==> src/rtl/usr_seq.sv <==
// Sequencer/arbiter sharing one universal shift register between a TX (parallel-to-serial)
// and an RX (serial-to-parallel) requester. State and control outputs are registered.
module usr_seq #(
  parameter int WIDTH = 4
) (
  input  logic             CLK,
  input  logic             RST,
  input  logic             TX_REQ,
  input  logic [0:WIDTH-1] TX_DATA,
  input  logic             TX_DIR,
  output logic             TX_GNT,
  output logic             TX_DONE,
  input  logic             RX_REQ,
  input  logic             RX_DIR,
  output logic             RX_GNT,
  output logic             RX_DONE,
  output logic [0:WIDTH-1] RX_DATA,
  input  logic             SER_IN,
  output logic             SER_IN_SAMPLE,
  output logic             SER_OUT,
  output logic             SER_OUT_VALID,
  output logic             BUSY,
  output logic             USR_RST_N,
  output logic             USR_CLR_N,
  output logic             USR_PARALLEL_MODE,
  output logic             USR_SHIFT_RIGHT,
  output logic             USR_SERIAL_INPUT,
  output logic [0:WIDTH-1] USR_PARALLEL_INPUT,
  input  logic [0:WIDTH-1] USR_PARALLEL_OUT,
  input  logic             USR_SERIAL_OUT
);

  localparam int               CNT_W = $clog2(WIDTH);
  localparam logic [CNT_W-1:0] LAST  = CNT_W'(WIDTH - 1);

  typedef enum logic [2:0] {
    IDLE,
    TX_LOAD,
    TX_SHIFT,
    RX_SHIFT,
    RX_CAP
  } state_t;

  state_t             state;
  state_t             next_state;
  logic [CNT_W-1:0]   cnt;
  logic               last_tx;     // 1: most recent grant went to TX
  logic               dir_q;
  logic [0:WIDTH-1]   hold;
  logic               capture_q;   // first cycle after a shift phase: usr content is final
  logic               last_bit;
  logic               grant_tx;
  logic               grant_rx;
  logic               next_dir;
  logic               next_shift;

  // NOTE: every signal assigned in this block gets a default first, so no path leaves it
  // unassigned and no latch is inferred.
  always_comb begin
    next_state = state;
    grant_tx   = 1'b0;
    grant_rx   = 1'b0;
    last_bit   = (cnt == LAST);
    case (state)
      IDLE:     next_state = IDLE;
      TX_LOAD:  next_state = TX_SHIFT;
      TX_SHIFT: if (last_bit) next_state = IDLE;
      RX_SHIFT: if (last_bit) next_state = RX_CAP;
      RX_CAP:   next_state = IDLE;
      default:  next_state = IDLE;
    endcase
    // TX also arbitrates on its last shift cycle so a new grant can share the TX_DONE cycle.
    if (state == IDLE || (state == TX_SHIFT && last_bit)) begin
      if (TX_REQ && RX_REQ) begin
        grant_tx = ~last_tx;
        grant_rx = last_tx;
      end else begin
        grant_tx = TX_REQ;
        grant_rx = RX_REQ;
      end
    end
    if (grant_tx)      next_state = TX_LOAD;
    else if (grant_rx) next_state = RX_SHIFT;
    next_dir   = grant_tx ? TX_DIR : (grant_rx ? RX_DIR : dir_q);
    next_shift = (next_state == TX_SHIFT) || (next_state == RX_SHIFT);
  end

  // NOTE: RST is sampled only at the clock edge, so it stays out of the sensitivity list;
  // every register here has a defined reset value.
  always_ff @(posedge CLK) begin
    if (RST) begin
      state             <= IDLE;
      cnt               <= '0;
      last_tx           <= 1'b0;
      dir_q             <= 1'b0;
      hold              <= '0;
      capture_q         <= 1'b0;
      RX_DATA           <= '0;
      TX_GNT            <= 1'b0;
      TX_DONE           <= 1'b0;
      RX_GNT            <= 1'b0;
      RX_DONE           <= 1'b0;
      SER_OUT_VALID     <= 1'b0;
      SER_IN_SAMPLE     <= 1'b0;
      BUSY              <= 1'b0;
      USR_PARALLEL_MODE <= 1'b1;
    end else begin
      // NOTE: non-blocking assignments keep every register reading pre-edge values.
      state <= next_state;
      cnt   <= (state == next_state && (state == TX_SHIFT || state == RX_SHIFT))
               ? cnt + 1'b1 : '0;
      dir_q <= next_dir;
      if (grant_tx || grant_rx) last_tx <= grant_tx;

      if (grant_tx)       hold <= TX_DATA;
      else if (capture_q) hold <= USR_PARALLEL_OUT;
      capture_q <= last_bit && ((state == RX_SHIFT) ||
                                (state == TX_SHIFT && next_state == IDLE));

      if (state == RX_CAP) RX_DATA <= USR_PARALLEL_OUT;

      TX_GNT            <= grant_tx;
      RX_GNT            <= grant_rx;
      TX_DONE           <= (state == TX_SHIFT) && last_bit;
      RX_DONE           <= (state == RX_CAP);
      SER_OUT_VALID     <= (state == TX_SHIFT);
      SER_IN_SAMPLE     <= (next_state == RX_SHIFT);
      BUSY              <= (next_state != IDLE);
      USR_PARALLEL_MODE <= ~next_shift;
    end
  end

  // Right after a shift phase the usr reloads its own output, so its content does not move.
  assign USR_PARALLEL_INPUT = capture_q ? USR_PARALLEL_OUT : hold;
  assign USR_SHIFT_RIGHT    = dir_q;
  assign USR_SERIAL_INPUT   = (state == RX_SHIFT) && SER_IN;
  assign USR_RST_N          = ~RST;
  assign USR_CLR_N          = 1'b1;
  assign SER_OUT            = USR_SERIAL_OUT;

endmodule

==> config.mk <==
export PLATFORM = sky130hd
export DESIGN_NAME = usr_seq
export DESIGN_NICKNAME = d
export VERILOG_FILES = /design/src/rtl/usr_seq.sv
export SDC_FILE = /design/constraint.sdc
export NUM_CORES = 1
export LEC_CHECK = 0
export ABC_CLOCK_PERIOD_IN_PS = 1350
export CAP_MARGIN = 20
export CORE_ASPECT_RATIO = 1.2
export CORE_MARGIN = 2
export CORE_UTILIZATION = 38
export DETAILED_ROUTE_END_ITERATION = 12
export GPL_TIMING_DRIVEN = 0
export HOLD_SLACK_MARGIN = 0.08
export PLACE_DENSITY = 0.73
export SYNTH_ARGS = -nofsm -noshare
export SYNTH_HDL_FRONTEND = slang
export SYNTH_SLANG_ARGS = --single-unit
==> constraint.sdc <==
create_clock -name CLK -period 1.35 [get_ports CLK]
set_input_delay 0.27 -clock CLK [delete_from_list [all_inputs] [get_ports CLK]]
set_output_delay 0.27 -clock CLK [all_outputs]
set_load 0.02 [all_outputs]
Word level (Yosys, flattened, before mapping):

Cells that the tools add are included.
W data, S select, Z words.

* register bits after elaboration: 24
* output and inout port bits: 21
* input bits: 16
* logic and storage cells: 57

* mux-type cells: 13
* reduce and logical (&&, ||, !) cells: 16
* $add $sub $neg: 1
* bitwise operators: 4
* equal/unequal tests: 8

Operators with widths (number)
* $eq A3 B2 Y1 const B: 4
* $mux W3: 4
* $pmux W3 S3: 1
* $mux W4: 2
* $logic_and A1 B1 Y1: 6
* $logic_not A3 Y1: 2
* $mux W1: 6
* $logic_or A1 B1 Y1: 5
* $not A1 Y1: 4
* $eq A3 B1 Y1 const B: 1
* $eq A3 B3 Y1: 1
* $eq A3 B3 Y1 const B: 1
* $reduce_bool A3 Y1: 1
* $add A2 B1 Y2 const B: 1
* $eq A2 B2 Y1 const B: 1
* $reduce_bool A2 Y1: 1
* $reduce_or A2 Y1: 1

Depth between registers and ports, before layout:

* depth in word-level cells: 10
* depth in mapped cells: 5
* mapped depth without buffers: 5

Worst setup path after synthesis:

No wires, ideal clock.

* kind: register to register
* start: register cnt[0]
* end: register hold[0] in the netlist's numbering
* arrival time: 1.128 ns
* buffers on the path: 0
* cell stages (with the launch flop): 6
* setup time: 0.128 ns
* slack: 0.094 ns
* period minus slack after synthesis: 1.256 ns
* cells stage by stage: dfxtp_1 > ha_1 > nand2b_2 > nand4_4 > mux2i_1 > nor2_1

* longest elaborated chain between the ends: 5

Ends and longest elaborated chain
* from (decl): line 46 `logic [CNT_W-1:0] cnt;`
* from (signal assigned): line 110 `cnt <= (state == next_state && (state == TX_SHIFT || state == RX_SHIFT))`
* $eq A2 B2 Y1: line 63 `last_bit = (cnt == LAST);`
* $logic_and A1 B1 Y1: line 73 `if (state == IDLE || (state == TX_SHIFT && last_bit)) begin`
* $logic_or A1 B1 Y1: line 73
* $mux W1: line 73
* $mux W4: line 115 `if (grant_tx) hold <= TX_DATA;`
* to (signal assigned): line 96 `hold <= '0;`
* to (signal assigned): line 115
* to (signal assigned): line 116 `else if (capture_q) hold <= USR_PARALLEL_OUT;`
* to (decl): line 49 `logic [0:WIDTH-1] hold;`

Every way passes these cells.
A chain may end at the register's enable or synchronous reset.

Worst setup path in the final report:

* start: register capture_q
* end: output USR_PARALLEL_INPUT[2] in the netlist's numbering

* longest elaborated chain between the ends: 1

Ends and longest elaborated chain
* from (decl): line 50 `logic capture_q;`
* from (signal assigned): line 117 `capture_q <= last_bit && ((state == RX_SHIFT) ||`
* $mux W4
* to (decl): line 28 `output logic [0:WIDTH-1] USR_PARALLEL_INPUT,`

Every way passes these cells.

==> impl_results.rst <==
.. list-table::
   :header-rows: 1

   * - Metric
     - Value
   * - Clock Path Buffers
     - 2
   * - All-layer global routing usage
     - 0.152
   * - Count of flip-flops with a built-in enable after synthesis
     - 0
   * - Vias per std cell
     - 4.74
   * - Final weighted congestion of routability-driven global placement
     - about 0.8
   * - Max frequency
     - 0.689 GHz
   * - Cells along the critical path
     - mux2_4, buf_6
   * - DP HPWL
     - 1.51 mm
   * - Post-Syn Area
     - 975 µm²
   * - Setup Crit Path Kind
     - register to output pin
   * - Area fraction of the dominant cell type after synthesis
     - 0.493
   * - Proportion of power drawn by the clock network
     - 0.310
   * - Run status
     - finished, violations left
   * - Yosys warns
     - 0
   * - CTS tree
     - built
   * - Primary FF master, synth
     - sky130_fd_sc_hd__dfxtp_1
   * - Main area contributors after synthesis
     - sky130_fd_sc_hd__dfxtp_1 (49%), sky130_fd_sc_hd__mux2i_1 (8.2%), sky130_fd_sc_hd__nor2_1 (6.5%)
   * - Standby leakage power
     - 0.690 nW
   * - Number of fill cells in the layout
     - 203
   * - Clock Tree Root
     - sky130_fd_sc_hd__clkbuf_4
   * - DR pass1 iterations
     - 3
   * - Wirelength, routed
     - 2.11 mm
   * - Number of failing hold endpoints at the final stage
     - 0
   * - Routed Antenna Nets
     - 0
   * - Number of buffers added by the clock tree synthesis step
     - 3
   * - Combined area of the multi-input logic cells
     - 520 µm²
   * - Number of antenna violations at the first check in global routing
     - 0
   * - Sequential share of the synthesized area
     - 0.493
   * - Pwr dens
     - 1080 nW/µm²
   * - Share of final-layout standard cells stronger than drive strength 1
     - 0.357
   * - Worst-case setup margin in the final layout
     - -0.101 ns
   * - Gate Count Post-Synth
     - 94
   * - Maximum cell stage delay along the critical path
     - 0.41 ns
   * - Cell internal power dissipation
     - approximately 1.2 mW
   * - Maximum net fanout on the critical path
     - 4
   * - Setup crit end kind
     - output pin
   * - Maximum clock skew at final layout
     - 0.00252 ns
   * - Post-synth net total
     - 111
   * - Gr ovfl total
     - 0
   * - Clock sinks
     - 24
   * - Clock Latency Late Sink
     - 0.32 ns
   * - Required arrival time at the worst endpoint
     - 1.08 ns
   * - Sequential cell area
     - 498 µm²
   * - Number of DRC violations after detailed-routing iteration 0
     - 5
   * - Starting Density
     - 0.393
   * - Number of H-tree levels
     - 1
   * - IR drop worst, VDD
     - 0.670 mV
   * - Floorplan die area
     - 2990 µm²
   * - Fraction of power spent switching nets
     - 0.260
   * - Crit path launch type
     - register
   * - IO buf count
     - 34
   * - Switching power
     - 0.438 mW
   * - Total I/O pin count
     - 37
   * - Worst path arrival time
     - about 1.2 ns
   * - Number of global-route vias before repair
     - 768
   * - Bufs and invs on worst path
     - 1
   * - Ranking of synthesized cells by instance count
     - sky130_fd_sc_hd__dfxtp_1 (24), sky130_fd_sc_hd__nor2_1 (17), sky130_fd_sc_hd__mux2i_1 (8)
   * - Post-route worst hold slack
     - 0.378 ns
   * - # nets final
     - 161
   * - Vertical die dimension
     - 59.5 µm
   * - Std-Cell Rows
     - 20
   * - Worst Hold Class
     - input pin to register
   * - Layout overhead on the synthesized area
     - 60.1%
   * - Part of the cycle the worst path needs
     - 1.08
   * - Number of diodes
     - 0
   * - Clock period minus final worst setup slack
     - 1.45 ns
   * - Clock edge transition at the registers on the reported setup and hold paths
     - 0.13 ns
   * - Total number of vias
     - 835
   * - Distinct cells, synth
     - 31
   * - Dominant cell by count in the synthesized netlist
     - sky130_fd_sc_hd__dfxtp_1
   * - Largest delay share family, worst path
     - flip-flops
   * - Per-cell routed wire length
     - 12.0 µm
   * - Quantity of hold-fixing buffers added after cts
     - 0
   * - Synth Area per Inst
     - about 10 µm²
   * - Die width
     - 50.2 µm
   * - Slowest-stage cell, CP
     - sky130_fd_sc_hd__dfxtp_4
   * - Placeable core region
     - 2480 µm²
   * - Detailed-route DRC error count
     - 0
   * - Cell type with the highest aggregate area in the netlist
     - sky130_fd_sc_hd__dfxtp_1
   * - Largest net degree at the start of global routing
     - 15
   * - Max-capacitance violation count
     - 0
   * - Wire length of the first global-routing pass
     - 3.46 mm
   * - Final Max Slew Viols
     - 0
   * - Register bit count reported by yosys
     - 24
   * - Violations in the final reports
     - negative setup slack
   * - Proportion of synthesized flip-flops having asynchronous set or reset
     - 0
   * - Final setup vio count
     - 5
   * - Power, Total
     - approximately 1.7 mW
   * - RSZ-0062 raised after global routing
     - true
   * - Combinational group share of total power
     - 0.233
   * - Seq pwr share
     - 0.457
[cells by family (layout without fill, tap and decap cells)]
group / Yosys count / after routing / share of synthesized area
DFF: 24 / 24 / 0.493
muxes: 12 / 12 / 0.128
AOI/OAI and AO/OA: 8 / 8 / 0.0680
adders and majority gates: 1 / 1 / 0.0128
buffers and inverters: 6 / 55 / 0.0385
other: 1 / 1 / 0.00385
and+or+nand+nor: 42 / 42 / 0.255
[sequential cells by signal, indices dropped and copies added (netlist names), 2 cells and up]
name and cells:
hold 4, cnt 2, state 3, RX_DATA 4
[per-stage QoR]
stage	cell area, µm²	util	setup slack (ns)	std cells	TNS, ns
final	1560	0.630	-0.101	176	-0.486
after floorplan	975	-	0.0941	94	0
after global placement	1360	0.547	-0.456	161	-5.39
after global routing	1560	0.630	-0.157	176	-0.790
after detailed placement	1360	0.547	-0.469	161	-5.68
after CTS	1470	0.592	-0.215	169	-0.683
[layout make-up]
cell class                 instances  share of cell area
multi-input combinational         64               0.334
sequential                        24               0.319
timing repair buffer              45               0.263
tap                               33              0.0265
clock inverter                     1              0.0192
buffer                             4              0.0192
clock buffer                       3              0.0144
inverter                           2             0.00481
[layout by cell type (no fill, tap or decap), drive strengths merged, types with 2 or more instances in the layout]
cell,n
buf,19
dlygate4sd2,15
mux2i,8
a21oi,3
mux2,4
dfxtp,24
inv,2
nor2b,2
nand2,4
nand3,3
nor2,18
nor3,6
clkdlybuf4s50,14
clkbuf,4
[power groups by stage]
stage               Combinational, mW  Sequential (mW)  Clock (mW)
global placement                0.336            0.792           0
global route                    0.425            0.775       0.564
detailed placement              0.342            0.794           0
CTS                             0.368            0.771       0.531
floorplan                       0.177            0.816           0
finish                          0.392            0.769       0.521
[final timing paths]
check / slack (ns) / start / cells past startpoint / endpoint
setup / recovery: -0.10 / capture_q / 2 / USR_PARALLEL_INPUT[2]
hold / removal: 0.38 / RST / 2 / state[0]
setup reg to reg: 0.05 / capture_q / 5 / hold[2]
hold reg to reg: 0.50 / last_tx / 2 / last_tx
[what timing repair did]
item | 4_1_cts | 5_1_grt
setup endpoints to repair | 29 | 16
buffers inserted | 4 | 7
pin swaps | 0 | 3
gates resized for setup | 57 | 14
[per-layer routing]
| metal | global-route usage | vias to the layer above | part of all wire |
|---|---|---|---|
| li1 | - | 418 | - |
| met1 | 0.171 | 385 | 0.41 |
| met2 | 0.273 | 26 | 0.52 |
| met3 | 0.0303 | 6 | 0.046 |
| met4 | 0.0714 | 0 | 0.022 |
| met5 | 0 | - | 0 |
Power figures use the tool's default switching activity.
